===== src/rtl/tts_pkg.sv =====
// Shared types and defaults for the truth-table sequencer and its helpers.
package tts_pkg;

  typedef enum logic [1:0] {
    IDLE  = 2'd0,
    APPLY = 2'd1,
    DONE  = 2'd2
  } tts_state_e;

  localparam int TTS_N_IN  = 4;
  localparam int TTS_DWELL = 20;

  // Number of input vectors swept for an n_in-input function.
  function automatic int tts_vec_count(input int n_in);
    return 1 << n_in;
  endfunction

endpackage


===== src/rtl/dwell_counter.sv =====
// Loadable down-counter; tc is high while the count sits at zero.
module dwell_counter #(
  parameter int W = 8
) (
  input  logic         clk,
  input  logic         rst,
  input  logic         load,
  input  logic         en,
  input  logic [W-1:0] load_val,
  output logic         tc
);

  logic [W-1:0] count;

  // load wins over en; the count parks at zero rather than wrapping.
  always_ff @(posedge clk) begin
    if (rst) begin
      count <= '0;
    end else if (load) begin
      count <= load_val;
    end else if (en && (count != '0)) begin
      count <= count - 1'b1;
    end
  end

  assign tc = (count == '0);

endmodule


===== src/rtl/truth_table_sequencer.sv =====
// Sweeps every input vector of a function under test, captures its truth table and
// compares it against an expected mask. Build macro STOP_ON_FAIL_EN ends the sweep at the first mismatch.
module truth_table_sequencer
  import tts_pkg::*;
#(
  parameter  int N_IN  = TTS_N_IN,
  parameter  int DWELL = TTS_DWELL,
  localparam int V     = tts_vec_count(N_IN)
) (
  input  logic            clk,
  input  logic            rst,
  input  logic            start,
  input  logic [V-1:0]    expected,
  input  logic            f_in,
  output logic [N_IN-1:0] vec_out,
  output logic            busy,
  output logic            done,
  output logic [V-1:0]    table_out,
  output logic            pass,
  output logic [N_IN:0]   mismatch_count,
  output logic [N_IN-1:0] fail_idx,
  output logic [1:0]      state_dbg
);

  // Handshake: start is a level sampled each clock; it is accepted only when the
  // FSM is IDLE (one sweep per accepting edge) and dropped in APPLY and DONE.

  tts_state_e   state_q, state_d;
  logic [V-1:0] expected_q;
  logic         cnt_load, cnt_en, cnt_tc;
  logic         accept, sample, advance, finish;
  logic         miss, last;

  dwell_counter #(.W(8)) u_dwell (
    .clk      (clk),
    .rst      (rst),
    .load     (cnt_load),
    .en       (cnt_en),
    .load_val (8'(DWELL - 1)),
    .tc       (cnt_tc)
  );

  always_ff @(posedge clk) begin
    if (rst) state_q <= IDLE;
    else     state_q <= state_d;
  end

  always_comb begin
    state_d  = state_q;
    cnt_load = 1'b0;
    cnt_en   = 1'b0;
    accept   = 1'b0;
    sample   = 1'b0;
    finish   = 1'b0;
    miss     = (f_in != expected_q[vec_out]);
    last     = (vec_out == N_IN'(V - 1));
    case (state_q)
      IDLE: begin
        if (start) begin
          accept   = 1'b1;
          cnt_load = 1'b1;
          state_d  = APPLY;
        end
      end
      APPLY: begin
        cnt_en = 1'b1;
        if (cnt_tc) begin
          sample = 1'b1;
`ifdef STOP_ON_FAIL_EN
          if (last || miss) state_d = DONE;
          else              cnt_load = 1'b1;
`else
          if (last) state_d = DONE;
          else      cnt_load = 1'b1;
`endif
        end
      end
      DONE: begin
        finish  = 1'b1;
        state_d = IDLE;
      end
      default: state_d = IDLE;
    endcase
  end

  // Step to the next vector only when the sweep continues in APPLY.
  assign advance   = sample && (state_d == APPLY);
  assign busy      = (state_q == APPLY);
  assign state_dbg = state_q;

  always_ff @(posedge clk) begin
    if (rst) begin
      expected_q     <= '0;
      vec_out        <= '0;
      done           <= 1'b0;
      table_out      <= '0;
      pass           <= 1'b0;
      mismatch_count <= '0;
      fail_idx       <= '0;
    end else begin
      done <= 1'b0;
      if (accept) begin
        expected_q     <= expected;
        vec_out        <= '0;
        table_out      <= '0;
        pass           <= 1'b0;
        mismatch_count <= '0;
        fail_idx       <= '0;
      end
      if (sample) begin
        table_out[vec_out] <= f_in;
        if (miss) begin
          mismatch_count <= mismatch_count + 1'b1;
          if (mismatch_count == '0) fail_idx <= vec_out;
        end
      end
      if (advance) vec_out <= vec_out + 1'b1;
      // done/pass are registered, so they appear one edge after DONE is entered.
      if (finish) begin
        done <= 1'b1;
        pass <= (mismatch_count == '0);
      end
    end
  end

endmodule

===== config.mk =====
export PLATFORM = sky130hd
export DESIGN_NAME = truth_table_sequencer
export DESIGN_NICKNAME = d
export VERILOG_FILES = /design/src/rtl/tts_pkg.sv /design/src/rtl/dwell_counter.sv /design/src/rtl/truth_table_sequencer.sv
export SDC_FILE = /design/constraint.sdc
export NUM_CORES = 1
export LEC_CHECK = 0
export CAP_MARGIN = 5
export CORE_UTILIZATION = 40
export DETAILED_ROUTE_END_ITERATION = 8
export GPL_TIMING_DRIVEN = 0
export PLACE_DENSITY = 0.67
export SETUP_SLACK_MARGIN = 0.2
export SLEW_MARGIN = 20
export SYNTH_ARGS = -nofsm -noshare
export SYNTH_HDL_FRONTEND = slang
export SYNTH_SLANG_ARGS = --single-unit

===== constraint.sdc =====
create_clock -name clk -period 2.5 [get_ports clk]
set_input_delay 0.5 -clock clk [delete_from_list [all_inputs] [get_ports clk]]
set_output_delay 0.5 -clock clk [all_outputs]
set_load 0.1 [all_outputs]

### After elaboration in Yosys (flattened, before gate mapping)

Index checks and enable logic that the tools add are counted.

* register bits after elaboration: 57
* logic and storage cells: 66
* bits of input ports: 20
* output and inout bits: 34
* bits in read-only memories: 0
* memories: 0
* latch bits: 0
* RAM bits: 0

* div/mod/pow operators: 0
* $mul: 0
* multiplexer cells: 35
* reductions and logical operators: 11
* $lt $le $gt $ge: 2
* bitwise operators: 0
* shift-type cells: 0
* add/subtract/negate cells: 3
* equal/unequal tests: 5

Operators with widths (count)
* $mux 16: 3
* $mux 5: 5
* $mux 4: 6
* $bwmux 16: 1
* $mux 1: 13
* $logic_not 8->1: 1
* $reduce_bool 8->1: 1
* $sub 8x1->8 const B: 1
* $mux 2: 3
* $reduce_bool 2->1: 3
* $add 5x1->5 const B: 1
* $logic_not 5->1: 1
* $lt 4x5->1 const B: 1
* $add 4x1->4 const B: 1
* $bmux 1 s4: 1
* $demux 1 s4: 1
* $eq 2x1->1 const B: 2
* $eq 4x4->1 const B: 1
* $ge 4x1->1 const B: 1
* $pmux 2 s2: 1
* $logic_and 1x1->1: 3
* $eq 2x2->1 const B: 1
* $logic_not 2->1: 1
* $pmux 1 s2: 1
* 2 further kinds: 2

### Depth between registers and ports, before layout

* word-level depth: 7
* depth in mapped cells: 9
* depth with buffers taken out: 7

### By module

Synthesis repeated with hierarchy kept, for this count alone.

* cells, all modules: 340
* area total of the unflattened synthesis: 2900.3 µm²

By module, submodules not included
* truth_table_sequencer: times used 1, area each 2384.8 µm², cells an instance 281
* dwell_counter: times used 1, area each 515.5 µm², cells an instance 59

### Worst setup path before layout

OpenSTA, ideal clock, no wires.

* path kind: register to register
* start point: reg vec_out[2]
* end point: reg mismatch_count[4]
* library setup time: 0.075 ns
* stages on the path, launching flop included: 8
* data arrival time: 3.142 ns
* clock period less this slack: 3.217 ns
* path buffers: 2
* setup slack: -0.717 ns
* cell sequence: dfxtp_1 buf_6 mux4_1 mux4_2 xnor2_2 buf_6 or4_1 a31oi_1

* longest elaborated chain between the ends: 5

RTL lines
* from (decl): RTL line truth_table_sequencer.sv:15 `output logic [N_IN-1:0] vec_out,`
* from (signal assigned): RTL line truth_table_sequencer.sv:117 `if (advance) vec_out <= vec_out + 1'b1;`
* $bmux 1 s4: RTL line truth_table_sequencer.sv:55 `miss = (f_in != expected_q[vec_out]);`
* $mux 1 (implied by the code): RTL line truth_table_sequencer.sv:55
* $ne 1x1->1: RTL line truth_table_sequencer.sv:55
* $mux 5: RTL line truth_table_sequencer.sv:112 `if (miss) begin`
* $mux 5: RTL line truth_table_sequencer.sv:110 `if (sample) begin`
* to (signal assigned): RTL line truth_table_sequencer.sv:113 `mismatch_count <= mismatch_count + 1'b1;`
* to (decl): RTL line truth_table_sequencer.sv:20 `output logic [N_IN:0] mismatch_count,`

Every way passes these cells. The select of a mux whose other input is x is not followed.
A chain may end at the register's enable or synchronous reset.

### Final worst setup path

Ends and elaborated chain as after synthesis.

==> flow_summary.html <==
<table>
<tr><th>Metric</th><th>Value</th></tr>
<tr><th colspan="2">Run status</th></tr>
<tr><td>Run status</td><td>complete, no violations</td></tr>
<tr><th colspan="2">Yosys</th></tr>
<tr><td>Instance count of the mapped netlist</td><td>306</td></tr>
<tr><td>Most instantiated library cell after synthesis</td><td>sky130_fd_sc_hd__dfxtp_1</td></tr>
<tr><td>Post-synth top area share</td><td>0.427</td></tr>
<tr><td>Cell taking the most area after synthesis</td><td>sky130_fd_sc_hd__dfxtp_1</td></tr>
<tr><td>Post-synthesis net count</td><td>roughly 330</td></tr>
<tr><td>Post-synth top cells</td><td>sky130_fd_sc_hd__dfxtp_1 (57), sky130_fd_sc_hd__a21oi_1 (49), sky130_fd_sc_hd__nand2_1 (44)</td></tr>
<tr><td>Sequential fraction of the synthesis area</td><td>0.427</td></tr>
<tr><td>Number of enable-type register cells in the synthesized netlist</td><td>0</td></tr>
<tr><td>Register bit total from synthesis</td><td>57</td></tr>
<tr><td>Per-instance average area after synthesis</td><td>8.74 um^2</td></tr>
<tr><td>Ys flop type</td><td>sky130_fd_sc_hd__dfxtp_1</td></tr>
<tr><td>Cell variety after synth</td><td>38</td></tr>
<tr><td>Main area contributors after synthesis</td><td>sky130_fd_sc_hd__dfxtp_1 (43%), sky130_fd_sc_hd__a21oi_1 (9.2%), sky130_fd_sc_hd__nand2_1 (6.2%)</td></tr>
<tr><td>Count of synthesis-stage warnings from yosys</td><td>0</td></tr>
<tr><td>Post-synthesis cell area</td><td>2670 um^2</td></tr>
<tr><td>Fraction of registers with async set/reset</td><td>0</td></tr>
<tr><th colspan="2">Worst setup path</th></tr>
<tr><td>First element of the critical path</td><td>vec_out[2]$_SDFFE_PP0P_</td></tr>
<tr><td>Beginning of the worst register-to-register path</td><td>vec_out[2]$_SDFFE_PP0P_</td></tr>
<tr><td>Critical path's most frequent cell</td><td>sky130_fd_sc_hd__mux4_2</td></tr>
<tr><td>Crit path max-delay cell type</td><td>sky130_fd_sc_hd__mux4_2</td></tr>
<tr><td>Worst path top cell family by delay</td><td>multiplexers</td></tr>
<tr><td>Sort of element at the end of the critical path</td><td>flip-flop</td></tr>
<tr><td>Worst Path Buf+Inv</td><td>2</td></tr>
<tr><td>Crit path arrival time</td><td>around 2700 ps</td></tr>
<tr><td>Cells along the critical path</td><td>buf_8, mux4_2, mux4_2, xnor2_2, buf_6, or4_4, a31oi_1</td></tr>
<tr><td>Crit path largest cell delay</td><td>540 ps</td></tr>
<tr><td>Maximum fanout along the worst path</td><td>9</td></tr>
<tr><td>Critical path class</td><td>flip-flop to flip-flop</td></tr>
<tr><td>Worst endpoint required time</td><td>roughly 2800 ps</td></tr>
<tr><td>Worst setup SP type</td><td>flip-flop</td></tr>
<tr><th colspan="2">Worst hold path</th></tr>
<tr><td>Min-delay src</td><td>expected_q[13]$_SDFFE_PP0P_</td></tr>
<tr><td>Worst hold-check path type</td><td>flip-flop to flip-flop</td></tr>
<tr><th colspan="2">Power</th></tr>
<tr><td>Cell Pwr Density</td><td>583 nW/um^2</td></tr>
<tr><td>Total power</td><td>slightly above 2 mW</td></tr>
<tr><td>Leakage</td><td>1.36 nW</td></tr>
<tr><td>Worst supply voltage drop on vdd</td><td>about 0.35 mV</td></tr>
<tr><th colspan="2">Detailed routing</th></tr>
<tr><td>Post-route DRC violation count</td><td>0</td></tr>
<tr><td>Violation count after the first detailed-routing iteration</td><td>140</td></tr>
<tr><td>Vias per cell</td><td>~5.7</td></tr>
<tr><td>Average detailed-routed wire length per instance</td><td>15.8 um</td></tr>
<tr><td>Final wirelength</td><td>just over 7000 um</td></tr>
<tr><td>Final ANT Viol Nets</td><td>0</td></tr>
<tr><td>Routed via count</td><td>around 2600</td></tr>
<tr><td>Detailed-routing iteration count for the pre-antenna-repair pass</td><td>4</td></tr>
<tr><th colspan="2">GRT</th></tr>
<tr><td>Number of antenna violations at the first check in global routing</td><td>0</td></tr>
<tr><td>Largest net degree at the start of global routing</td><td>11</td></tr>
<tr><td>Total global routing track utilization</td><td>0.220</td></tr>
<tr><td>Grt ovf</td><td>0</td></tr>
<tr><td>First-pass GRT wire length</td><td>between 10000 and 15000 um</td></tr>
<tr><td>Via count of the first global-routing pass</td><td>between 2000 and 3000</td></tr>
<tr><th colspan="2">STA</th></tr>
<tr><td>Number of setup violations in the final report</td><td>0</td></tr>
<tr><td>Crit path time final</td><td>around 2400 ps</td></tr>
<tr><td>Clock tree skew after final layout</td><td>around 5.2 ps</td></tr>
<tr><td>Setup repair after global routing missed its margin</td><td>true</td></tr>
<tr><td>Transition time of the tightest slew-check pin</td><td>964 ps</td></tr>
<tr><td>Worst slew margin relative to its limit</td><td>0.356</td></tr>
<tr><td>Period Utilization, post-route</td><td>0.979</td></tr>
<tr><td>Highest Clock Rate</td><td>409 MHz</td></tr>
<tr><td>Final Max Slew Viols</td><td>0</td></tr>
<tr><td>Final hold violations</td><td>0</td></tr>
<tr><td>Worst-case setup margin in the final layout</td><td>52.3 ps</td></tr>
<tr><th colspan="2">Clock tree</th></tr>
<tr><td>Clock insertion delay at the later pin of the skew report</td><td>340 ps</td></tr>
<tr><td>Number of buffers added to fix hold violations after cts</td><td>0</td></tr>
<tr><td>Clock-pin slew reported for the worst setup and hold paths after clock tree synthesis</td><td>roughly 60 ps</td></tr>
<tr><td>Root Driver</td><td>sky130_fd_sc_hd__clkbuf_8</td></tr>
<tr><td>TritonCTS Buffers</td><td>9</td></tr>
<tr><td>Clk sinks</td><td>57</td></tr>
<tr><td>Total number of H-tree levels</td><td>3</td></tr>
<tr><td>TritonCTS clock tree</td><td>done</td></tr>
<tr><td>Maximum clock insertion buffer count</td><td>2</td></tr>
<tr><th colspan="2">Floorplan</th></tr>
<tr><td>Number of rows in the core area</td><td>29</td></tr>
<tr><td>Number of top-level design ports</td><td>54</td></tr>
<tr><td>Area inside the core boundary</td><td>6390 um^2</td></tr>
<tr><td>Die extent in x</td><td>83.8 um</td></tr>
<tr><td>Total Die Area</td><td>about 7000 um^2</td></tr>
<tr><td>Initial standard-cell utilization of the core</td><td>0.419</td></tr>
<tr><td>Height of the chip</td><td>83.8 um</td></tr>
<tr><th colspan="2">Placed design</th></tr>
<tr><td>Post-Place Cells</td><td>434</td></tr>
<tr><td>Cell area reported after detailed placement</td><td>3290 um^2</td></tr>
<tr><td>Setup WS pre-CTS</td><td>-98.3 ps</td></tr>
<tr><td>Final weighted congestion of routability-driven global placement</td><td>0.864</td></tr>
<tr><td>Detailed Place HPWL</td><td>5010 um</td></tr>
<tr><td>Number of input and output port buffers inserted</td><td>approximately 50</td></tr>
<tr><th colspan="2">Layout</th></tr>
<tr><td>Fraction of layout cells with a size suffix above 1</td><td>0.112</td></tr>
<tr><td>Total inserted antenna cells</td><td>0</td></tr>
<tr><td>Post-route design area</td><td>between 3000 and 4000 um^2</td></tr>
<tr><td># nets final</td><td>399</td></tr>
<tr><td>Area growth syn-to-layout</td><td>30.7%</td></tr>
<tr><td>Number of inserted filler cells in the final layout</td><td>around 630</td></tr>
<tr><td>Non-filler instance count after layout</td><td>453</td></tr>
<tr><th colspan="2">Flow run</th></tr>
<tr><td>Count of maximum capacitance violations</td><td>0</td></tr>
</table>
-- power by group --
group	switching [mW]	total [mW]	internal [mW]
registers	0.0279	0.964	0.936
clock network	0.347	0.757	0.410
logic	0.202	0.319	0.117
-- layout by cell type, fill, tap and decap left out, types with 5 or more instances in the layout --
cell type                          n
sky130_fd_sc_hd__dfxtp_1          52
sky130_fd_sc_hd__dlygate4sd2_1    31
sky130_fd_sc_hd__xor2_1            5
sky130_fd_sc_hd__a21oi_1          49
sky130_fd_sc_hd__nand2_1          44
sky130_fd_sc_hd__nor2_1           11
sky130_fd_sc_hd__o211ai_1         19
sky130_fd_sc_hd__clkbuf_1         18
sky130_fd_sc_hd__nand3_1           9
sky130_fd_sc_hd__clkbuf_8         11
sky130_fd_sc_hd__ha_1              7
sky130_fd_sc_hd__clkdlybuf4s50_1  17
sky130_fd_sc_hd__nand4_1          21
sky130_fd_sc_hd__inv_1             6
sky130_fd_sc_hd__buf_2             7
-- worst min-delay path: cells and delay by family, from the launching register on --
kind / cells / cell delay (ps)
compound gates: 1 / 50
simple gates: 1 / 50
flops: 1 / 300
-- what timing repair did --
item,CTS,global route
setup endpoints to repair,55,31
pin swaps,3,3
cloned,0,0
buffers inserted,3,1
gates resized for setup,37,9
-- cell families (layout without fill, tap and decap cells) --
group,after synthesis,in the layout,synth area share
buffers and inverters,31,101,0.0524
AOI/OAI and AO/OA,83,83,0.187
and+or+nand+nor,113,113,0.219
muxes,5,5,0.0463
xor gates and xnor gates,10,10,0.0356
DFF,57,57,0.427
adders and majority gates,7,7,0.0328
-- metal layers --
layer / global-route usage / vias up / share of wire
li1: - / 1263 / -
met1: 0.277 / 1227 / 0.45
met2: 0.361 / 67 / 0.49
met3: 0.0653 / 12 / 0.042
met4: 0.0740 / 0 / 0.014
met5: 0 / - / 0
-- cell type report --
type / count / area (um^2) / share of cell area
tap: 77 / 96.3 / 0.0276
inverter: 7 / 30.0 / 0.00859
clock buffer: 15 / 166 / 0.0476
sequential: 57 / 1160 / 0.331
buffer: 24 / 119 / 0.0340
timing repair buffer: 55 / 499 / 0.143
multi-input combinational: 218 / 1430 / 0.408
-- flip-flops by register name, summed over array words and instances (netlist names) --
name            flops
expected_q         16
u_dwell.count       8
mismatch_count      5
vec_out             4
pass                1
state_dbg           2
fail_idx            4
done                1
table_out          16
-- stage by stage --
step / TNS [ps] / utilization / hold WS (ps)
after CTS: 0 / 0.543 / 453
after global placement: -308 / 0.516 / 440
after floorplan: -196 / - / 432
final: 0 / 0.547 / 453
after detailed placement: -536 / 0.516 / 445
after global routing: -25.0 / 0.547 / 478
-- path summary, 6_finish.rpt --
check | endpoint | slack, ps | depth (start not counted)
max | mismatch_count[4]$_SDFF_PP0_ | 50 | 7
min | expected_q[13]$_SDFFE_PP0P_ | 450 | 2
max reg2reg | mismatch_count[4]$_SDFF_PP0_ | 50 | 7
min reg2reg | expected_q[13]$_SDFFE_PP0P_ | 450 | 2
Note: power is estimated with default switching activity, not from simulation.
